### src/rtl/fork_join_ctrl_if.sv
// Command and worker-side signals of the fork/join sequencer.
// All handshakes are single-cycle pulses (go, wrk_start, wrk_done, cont_start, cont_done); there is no ready/backpressure.
interface fork_join_ctrl_if #(
    parameter int N_WRK = 2,
    parameter int CNT_W = 16
);
    logic             go;
    logic [1:0]       mode;
    logic [N_WRK-1:0] en;
    logic [CNT_W-1:0] timeout_lim;
    logic [N_WRK-1:0] wrk_start;
    logic [N_WRK-1:0] wrk_done;
    logic             cont_start;
    logic             cont_done;
    logic             busy;
    logic [3:0]       first_id;
    logic [CNT_W-1:0] elapsed;
    logic             timeout_err;

    // master: command source together with the worker and continuation engines
    modport master (
        output go, mode, en, timeout_lim, wrk_done, cont_done,
        input  wrk_start, cont_start, busy, first_id, elapsed, timeout_err
    );

    modport slave (
        input  go, mode, en, timeout_lim, wrk_done, cont_done,
        output wrk_start, cont_start, busy, first_id, elapsed, timeout_err
    );
endinterface

### src/rtl/fork_join_ctrl.sv
// Fork/join sequencer: launches enabled workers, waits for the selected join
// condition, fires one continuation job, then drains outstanding workers.
module fork_join_ctrl #(
    parameter int N_WRK = 2,
    parameter int CNT_W = 16
) (
    input  logic            clk,
    input  logic            rst_n,
    fork_join_ctrl_if.slave bus,
    output logic [2:0]      dbg_state
);
    localparam logic [2:0] S_IDLE  = 3'd0;
    localparam logic [2:0] S_FORK  = 3'd1;
    localparam logic [2:0] S_WAIT  = 3'd2;
    localparam logic [2:0] S_CONT  = 3'd3;
    localparam logic [2:0] S_WCONT = 3'd4;
    localparam logic [2:0] S_DRAIN = 3'd5;

    localparam logic [1:0] M_ANY  = 2'b01;
    localparam logic [1:0] M_NONE = 2'b10;

    localparam logic [CNT_W-1:0] CNT_ONE = CNT_W'(1);
    localparam logic [CNT_W-1:0] CNT_MAX = '1;

    logic [2:0]       state;
    logic [1:0]       mode_q;
    logic [N_WRK-1:0] en_q;
    logic [CNT_W-1:0] lim_q;
    logic [N_WRK-1:0] pend;
    logic [N_WRK-1:0] done_mask;
    logic [CNT_W-1:0] tcnt;
    logic [CNT_W-1:0] elapsed_q;
    logic [N_WRK-1:0] wrk_start_q;
    logic             cont_start_q;
    logic             busy_q;
    logic             timeout_err_q;
    logic [3:0]       first_id_q;

    logic             tracking;
    logic [N_WRK-1:0] done_hit;
    logic [N_WRK-1:0] pend_after;
    logic             join_met;
    logic             tmo_hit;
    logic [CNT_W-1:0] tcnt_inc;
    logic [CNT_W-1:0] elapsed_inc;
    logic [3:0]       first_pick;

    // Dones count only for pending workers and never in the launch cycle.
    always_comb begin
        tracking    = (state != S_IDLE) && (state != S_FORK);
        done_hit    = tracking ? (bus.wrk_done & pend) : '0;
        pend_after  = pend & ~done_hit;
        join_met    = (mode_q == M_ANY) ? (|done_hit) : (pend_after == '0);
        tcnt_inc    = (tcnt == CNT_MAX) ? tcnt : tcnt + CNT_ONE;
        elapsed_inc = (elapsed_q == CNT_MAX) ? elapsed_q : elapsed_q + CNT_ONE;
        tmo_hit     = (lim_q != '0) && (tcnt_inc == lim_q);
        first_pick  = '0;
        for (int i = N_WRK - 1; i >= 0; i--) begin
            if (done_hit[i]) first_pick = 4'(i);
        end
    end

    always_ff @(posedge clk or negedge rst_n) begin
        if (!rst_n) begin
            state         <= S_IDLE;
            mode_q        <= '0;
            en_q          <= '0;
            lim_q         <= '0;
            pend          <= '0;
            done_mask     <= '0;
            tcnt          <= '0;
            elapsed_q     <= '0;
            wrk_start_q   <= '0;
            cont_start_q  <= 1'b0;
            busy_q        <= 1'b0;
            timeout_err_q <= 1'b0;
            first_id_q    <= '0;
        end else begin
            wrk_start_q  <= '0;
            cont_start_q <= 1'b0;
            pend         <= pend_after;
            done_mask    <= done_mask | done_hit;
            if ((done_mask == '0) && (|done_hit)) first_id_q <= first_pick;

            case (state)
                S_IDLE: begin
                    if (bus.go) begin
                        mode_q        <= bus.mode;
                        en_q          <= bus.en;
                        lim_q         <= bus.timeout_lim;
                        timeout_err_q <= 1'b0;
                        elapsed_q     <= '0;
                        first_id_q    <= '0;
                        done_mask     <= '0;
                        pend          <= bus.en;
                        wrk_start_q   <= bus.en;
                        busy_q        <= 1'b1;
                        state         <= S_FORK;
                    end
                end
                S_FORK: begin
                    if ((en_q == '0) || (mode_q == M_NONE)) begin
                        cont_start_q <= 1'b1;
                        state        <= S_CONT;
                    end else begin
                        tcnt  <= '0;
                        state <= S_WAIT;
                    end
                end
                S_WAIT: begin
                    elapsed_q <= elapsed_inc;
                    // Join wins over a timeout landing on the same edge.
                    if (join_met) begin
                        cont_start_q <= 1'b1;
                        state        <= S_CONT;
                    end else if (tmo_hit) begin
                        timeout_err_q <= 1'b1;
                        pend          <= '0;
                        busy_q        <= 1'b0;
                        state         <= S_IDLE;
                    end else begin
                        tcnt <= tcnt_inc;
                    end
                end
                S_CONT: begin
                    state <= S_WCONT;
                end
                S_WCONT: begin
                    if (bus.cont_done) begin
                        if (pend_after == '0) begin
                            busy_q <= 1'b0;
                            state  <= S_IDLE;
                        end else begin
                            tcnt  <= '0;
                            state <= S_DRAIN;
                        end
                    end
                end
                S_DRAIN: begin
                    if (pend_after == '0) begin
                        busy_q <= 1'b0;
                        state  <= S_IDLE;
                    end else if (tmo_hit) begin
                        timeout_err_q <= 1'b1;
                        pend          <= '0;
                        busy_q        <= 1'b0;
                        state         <= S_IDLE;
                    end else begin
                        tcnt <= tcnt_inc;
                    end
                end
                default: begin
                    pend   <= '0;
                    busy_q <= 1'b0;
                    state  <= S_IDLE;
                end
            endcase
        end
    end

    assign bus.wrk_start   = wrk_start_q;
    assign bus.cont_start  = cont_start_q;
    assign bus.busy        = busy_q;
    assign bus.first_id    = first_id_q;
    assign bus.elapsed     = elapsed_q;
    assign bus.timeout_err = timeout_err_q;
    assign dbg_state       = state;
endmodule

### src/flat_wrapper.sv
// flat-port wrapper written by rule: the top's interface ports become plain ports
module fork_join_ctrl_flat 
#(
    parameter int N_WRK = 2,
    parameter int CNT_W = 16
)
  (clk, rst_n, dbg_state, bus_go, bus_mode, bus_en, bus_timeout_lim, bus_wrk_done, bus_cont_done, bus_wrk_start, bus_cont_start, bus_busy, bus_first_id, bus_elapsed, bus_timeout_err);
  fork_join_ctrl_if #(.N_WRK(N_WRK), .CNT_W(CNT_W)) bus_i ();
  input  logic clk;
  input  logic rst_n;
  output logic [2:0] dbg_state;
  input wire logic [$bits(bus_i.go)-1:0] bus_go;
  input wire logic [$bits(bus_i.mode)-1:0] bus_mode;
  input wire logic [$bits(bus_i.en)-1:0] bus_en;
  input wire logic [$bits(bus_i.timeout_lim)-1:0] bus_timeout_lim;
  input wire logic [$bits(bus_i.wrk_done)-1:0] bus_wrk_done;
  input wire logic [$bits(bus_i.cont_done)-1:0] bus_cont_done;
  output wire logic [$bits(bus_i.wrk_start)-1:0] bus_wrk_start;
  output wire logic [$bits(bus_i.cont_start)-1:0] bus_cont_start;
  output wire logic [$bits(bus_i.busy)-1:0] bus_busy;
  output wire logic [$bits(bus_i.first_id)-1:0] bus_first_id;
  output wire logic [$bits(bus_i.elapsed)-1:0] bus_elapsed;
  output wire logic [$bits(bus_i.timeout_err)-1:0] bus_timeout_err;
  assign bus_i.go = bus_go;
  assign bus_i.mode = bus_mode;
  assign bus_i.en = bus_en;
  assign bus_i.timeout_lim = bus_timeout_lim;
  assign bus_i.wrk_done = bus_wrk_done;
  assign bus_i.cont_done = bus_cont_done;
  assign bus_wrk_start = bus_i.wrk_start;
  assign bus_cont_start = bus_i.cont_start;
  assign bus_busy = bus_i.busy;
  assign bus_first_id = bus_i.first_id;
  assign bus_elapsed = bus_i.elapsed;
  assign bus_timeout_err = bus_i.timeout_err;
  fork_join_ctrl #(.N_WRK(N_WRK), .CNT_W(CNT_W)) u_core (.clk(clk), .rst_n(rst_n), .bus(bus_i), .dbg_state(dbg_state));
endmodule
### config.mk
export PLATFORM = sky130hd
export DESIGN_NAME = fork_join_ctrl_flat
export DESIGN_NICKNAME = d
export VERILOG_FILES = /design/src/rtl/fork_join_ctrl_if.sv /design/src/rtl/fork_join_ctrl.sv /design/src/flat_wrapper.sv
export SDC_FILE = /design/constraint.sdc
export NUM_CORES = 1
export LEC_CHECK = 0
export ABC_AREA = 1
export BUFFER_PORTS_ARGS = -buffer_cell sky130_fd_sc_hd__buf_2
export CAP_MARGIN = 20
export CORE_MARGIN = 3
export CORE_UTILIZATION = 30
export CTS_CLUSTER_SIZE = 28
export DETAILED_ROUTE_END_ITERATION = 16
export GPL_TIMING_DRIVEN = 0
export PLACE_DENSITY = 0.47
export SYNTH_ARGS = -nofsm -noshare
export SYNTH_HDL_FRONTEND = slang
export SYNTH_SLANG_ARGS = --single-unit
### constraint.sdc
create_clock -name clk -period 5.6 [get_ports clk]
set_clock_uncertainty 0.15 [all_clocks]
set_input_delay 0.28 -clock clk [delete_from_list [all_inputs] [get_ports clk]]
set_output_delay 0.28 -clock clk [all_outputs]
set_load 0.005 [all_outputs]
## After elaboration in Yosys (flattened, before gate mapping)

Index checks and enable logic that the tools add are counted.
Widths: inputs -> output; s select.

| cells by class | value |
|---|---|
| magnitude comparators | 0 |
| shift-type cells | 0 |
| equality and inequality tests | 19 |
| muxes and demuxes | 50 |
| bitwise logic cells | 5 |
| reduce and logical (&&, ||, !) cells | 22 |
| add/subtract/negate cells | 2 |
| $mul | 0 |
| divide/modulo/power cells | 0 |

Operator list:

| operator | number |
|---|---|
| $mux 16 | 9 |
| $pmux 16 s4 | 1 |
| $add 16x1->16 const B | 2 |
| $eq 16x16->1 const B | 2 |
| $pmux 16 s2 | 1 |
| $mux 2 | 9 |
| $mux 3 | 6 |
| $pmux 3 s6 | 1 |
| $eq 16x16->1 | 1 |
| $mux 4 | 4 |
| $reduce_bool 16->1 | 1 |
| $mux 1 | 15 |
| $ne 2x2->1 const B | 7 |
| $pmux 2 s4 | 1 |
| $eq 3x2->1 const B | 2 |
| $eq 3x3->1 const B | 2 |
| $logic_not 2->1 | 3 |
| $reduce_and 6->1 | 1 |
| $reduce_bool 3->1 | 2 |
| $pmux 1 s5 | 1 |
| $reduce_and 5->1 | 1 |
| $and 2x2->2 | 2 |
| $reduce_and 2->1 | 2 |
| $reduce_and 4->1 | 1 |
| other kinds (18) | 21 |

| word-level totals | value |
|---|---|
| latch bits | 0 |
| bits in writable memories | 0 |
| bits in read-only memories | 0 |
| flip-flop bits (word level) | 68 |
| memories kept | 0 |

## Logic depth before layout (Yosys ltp)

| logic depth | value |
|---|---|
| depth after elaboration | 9 |
| gate-level depth with buffers | 18 |

## Worst setup path before layout

OpenSTA, ideal clock, no wires.

| timing path | value |
|---|---|
| kind | register to register |
| from | register u_core.tcnt[0] |
| to | register u_core.tcnt[10] |
| library setup time | 0.117 ns |
| cell stages (with the launch flop) | 17 |
| period minus slack after synthesis | 2.366 ns |
| path slack | 3.234 ns |
| data required time | 5.333 ns |
| arrival | 2.098 ns |
| cell sequence | dfrtp_1 > ha_1 > nand2_2 > nor2_2 > nand2_4 > nor2_8 > inv_4 > buf_6 > nand2_4 > nand2_1 > nand2_1 > nand4_2 > nor2_4 > nand2_2 > buf_2 > nand4_1 > nand2_1 |

| on the way | value |
|---|---|
| word-level cells in the longest chain between the ends | 7 |
| elaborated cells on any way between the ends | 9 |
| those cells by class | add/sub (1); eq/ne (2); mux (5); reduce/logical (1) |

Ends and longest elaborated chain:

| element | line | text |
|---|---|---|
| start: declaration | fork_join_ctrl.sv:31 | `logic [CNT_W-1:0] tcnt;` |
| start signal: assignment | fork_join_ctrl.sv:122 | `tcnt <= tcnt_inc;` |
| start signal: assignment | fork_join_ctrl.sv:149 | `tcnt <= tcnt_inc;` |
| $add 16x1->16 or $eq 16x16->1 (tied branches) | fork_join_ctrl.sv:54 | `tcnt_inc = (tcnt == CNT_MAX) ? tcnt : tcnt + CNT_ONE;` |
| $mux 16 (*) | fork_join_ctrl.sv:54 |  |
| $eq 16x16->1 | fork_join_ctrl.sv:56 | `tmo_hit = (lim_q != '0) && (tcnt_inc == lim_q);` |
| $logic_and 1x1->1 | fork_join_ctrl.sv:56 |  |
| $mux 16 (*) | fork_join_ctrl.sv:116, fork_join_ctrl.sv:143 |  |
| $mux 16, on equally long branches | fork_join_ctrl.sv:140, fork_join_ctrl.sv:113 |  |
| $pmux 16 s4 (*) | fork_join_ctrl.sv:85 | `case (state)` |

Every way passes the cells marked *; elsewhere a longest branch is shown, timed or not. The select of a mux whose other input is x is not followed.
A chain may end at the register's enable or synchronous reset.

## Final worst setup path

| timing path | value |
|---|---|
| from | register u_core.tcnt[0] |
| to | register u_core.tcnt[11] |

The elaborated chain is that of the path after synthesis.

==> reports/metrics.cfg <==
[clocking]
clkLatencyLatePin_ns = 0.33
clk_pin_slew_worst_paths_ns = 0.06
root_buffer = clkbuf_16
cts_htree_levels = 3
cts_setup_buffers = 0
cts_sinks = 68
clk_path_buf_depth = 2
cts_tree = built
cts_buffers = 9

[routing]
num_vias = 3781
antenna_left = 0
initialDrtViolationCount = 191
wire_per_inst_um = 14.0
drt-total-wl_mm = 11.3
drtPass1Iterations = 4
drt-vias-per-instance = 4.69
drc_errors = 0

[pwr]
p_sw_w = 0.000863
p_leak_nw = 2.57
p_sw_share_pct = 41.5
p_clk_share_pct = 26.3
pwr_density_cell_nw_per_um2 = 431
combPwrFrac_pct = 40.3
p_seq_share_pct = 33.4
finalPower_w = 0.00208
internal_power_w = 0.00122
irDropWorstVdd_uv = 192

[die]
io_pins = 54
start_util_pct = 31.3
die-area_um2 = 14800
coreArea_um2 = 12800
row_count = 41
dieHeight_um = 122
die_w_um = 122

[run]
cap_violations = 0

[timing]
rsz0062_at_grt = false
hold_viol = 0
min_period_ns = 2.88
fin_ws_ns = 2.72
tns_ns = 0
worst_pin_slew_ns = 0.669
relSlewSlack_pct = 55.4
setup_viol = 0
fmax_mhz = 348
final_max_slew_viol_count = 0
period_share_pct = 51.4

[global_routing]
grt_max_degree = 44
grt_first_pass_wirelength_mm = 19.1
grt_pass1_vias = 3878
grtUsageMet1_pct = 21.2
grt.busiest_layer = met2
antenna_found_initial = 0
use_met2_pct = 26.9
grt_util_met3_pct = 2.88
grt_usage_pct = 16.4
overflow = 0

[yosys]
syn_avg_cell_area_um2 = 7.11
async_reset_ff_share_pct = 100
synth_top_area_share_pct = 42.4
ys.warnings.count = 0
synthCells = 564
synth.most_common_cell = nand2_1
synth_top_area_cell = dfrtp_1
ys_seq_area_share_pct = 42.4
synth_edf_count = 0
netlist_top_cells_count = 174 x nand2_1, 77 x inv_1, 68 x dfrtp_1
synth_seq_cells = 68
synth_ff_type = dfrtp_1
synth.net_count = 592
netlist-cell-type-count = 38
syn_area_um2 = 4010
synth_area_leaders = dfrtp_1 42%, nand2_1 16%, inv_1 7.2%

[worst_setup_path]
cp-start-kind = flop
cp_max_fo = 10
reg2reg_depth = 16
cp_data_arrival_time_ns = 2.95
worstSetupPathType = flop to flop
crit_required_ns = 5.67
worst_setup_path_end_kind = flop

[final_layout]
multi_input_area_um2 = 1940
syn_to_final_growth_pct = 20.3
nets = 660
fillers = 1408
drive_above_1_share_pct = 15.0
insertedDiodeCount = 0
seqCellArea_um2 = 1700
fin_cells = 807
design_area_um2 = 4820

[placement]
gp_congestion = 0.920
post-place-ws_ns = 2.72
dp_cells = 790
dp_hpwl_mm = 8.81
place_area_um2 = 4520
portBuffers = 53

[outcome]
outcome = completed

[min_path]
hold_depth = 3
hp-class = input port to flop

==> critical path, cell delays in order (launching register included) <==
cell,delay (ns)
dfrtp_1,0.47
ha_1,0.32
nand2_2,0.09
nor2_2,0.20
nand2_4,0.12
nor2_8,0.16
inv_4,0.07
buf_6,0.14
nand3_2,0.06
nand4_1,0.13
nor2_1,0.11
nand2_1,0.09
nor2_4,0.12
nand2_2,0.14
buf_2,0.21
nand4_1,0.10
nand2_1,0.07
==> cell usage in the layout, fill, tap and decap left out, types with 2 or more instances in the layout <==
cell type	netlist	routed
clkbuf_1	6	8
o21bai_1	2	2
nand3b_1	2	2
nand2_1	174	174
a21oi_1	14	14
nand2_4	3	3
nor3_1	7	7
nand3_1	41	41
xor2_1	6	6
clkinv_2	0	2
dlygate4sd3_1	0	3
clkbuf_16	0	9
o21ai_0	34	34
nand2_2	4	4
nor2_2	2	2
dfrtp_1	68	68
nand4_1	28	28
xnor2_1	3	3
o2111ai_1	2	2
buf_6	2	2
ha_1	2	2
buf_2	2	54
nor2_1	60	60
inv_1	77	77
inv_2	4	4
nor4_1	3	3
nor2_4	4	4
==> flip-flops by register name, summed over array words and instances (netlist names) <==
| name | count |
|---|---|
| u_core.mode_q | 2 |
| u_core.bus.first_id | 4 |
| u_core.bus.timeout_err | 1 |
| u_core.pend | 2 |
| u_core.bus.elapsed | 16 |
| u_core.bus.busy | 1 |
| u_core.tcnt | 16 |
| u_core.dbg_state | 3 |
| u_core.lim_q | 16 |
| u_core.en_q | 2 |
| u_core.done_mask | 2 |
| u_core.bus.wrk_start | 2 |
| u_core.bus.cont_start | 1 |
==> repair_timing <==
| item | in CTS | in global routing |
|---|---|---|
| hold buffers | 3 | 0 |
| endpoints found under the hold margin | 27 | 0 |
| resized for setup | 0 | 0 |
==> power groups by stage <==
stage	sequential [W]	clock, W	combinational, W
after floorplan	0.000681	0	0.000595
after global placement	0.000702	0	0.000835
after detailed placement	0.000703	0	0.000842
after CTS	0.000695	0.000560	0.000848
after global routing	0.000713	0.000583	0.000953
final	0.000694	0.000547	0.000838
==> kinds of logic (layout without fill, tap and decap cells) <==
family                     after synthesis  count (layout)  share of synthesized area, %
and+or+nand+nor                        334             334                          37.8
buffers and inverters                   93             164                          9.20
DFF                                     68              68                          42.4
AOI/OAI and AO/OA                       58              58                          7.95
xor gates and xnor gates                 9               9                          1.97
adders and majority gates                2               2                         0.624
==> metal layers <==
metal | up-vias | wire [um]
met4 | 0 | 316
met2 | 72 | 5270
met1 | 1741 | 5280
met3 | 23 | 397
li1 | 1945 | -
met5 | - | 0
==> final cells by class <==
class / instances / area share, %
multi-input combinational: 403 / 40.2
buffer: 11 / 1.22
sequential: 68 / 35.3
clock buffer: 11 / 4.82
clock inverter: 3 / 0.830
tap: 172 / 4.46
inverter: 82 / 6.43
timing repair buffer: 57 / 6.74
==> path summary, 6_finish.rpt <==
path	startpoint	end	slack, ns
worst min register to register	u_core.mode_q[0]$_DFFE_PN0P_	u_core.mode_q[0]$_DFFE_PN0P_	0.36
max in group asynchronous	rst_n	u_core.pend[1]$_DFF_PN0_	4.48
worst max register to register	u_core.tcnt[0]$_DFFE_PN0P_	u_core.tcnt[11]$_DFFE_PN0P_	2.72
min in group asynchronous	rst_n	u_core.tcnt[10]$_DFFE_PN0P_	0.28
worst max-delay path	u_core.tcnt[0]$_DFFE_PN0P_	u_core.tcnt[11]$_DFFE_PN0P_	2.72
worst min-delay path	bus_timeout_lim[15]	u_core.lim_q[15]$_DFFE_PN0P_	0.007
==> per-stage QoR <==
| stage | utilization [%] | hold WS (ns) |
|---|---|---|
| after floorplan | - | -0.166 |
| after global placement | 35.0 | 0.339 |
| after detailed placement | 35.3 | 0.0817 |
| after CTS | 37.6 | 0.00303 |
| after global routing | 37.6 | 0.0147 |
| final | 37.6 | 0.00746 |
Note: power is estimated with default switching activity, not from simulation.
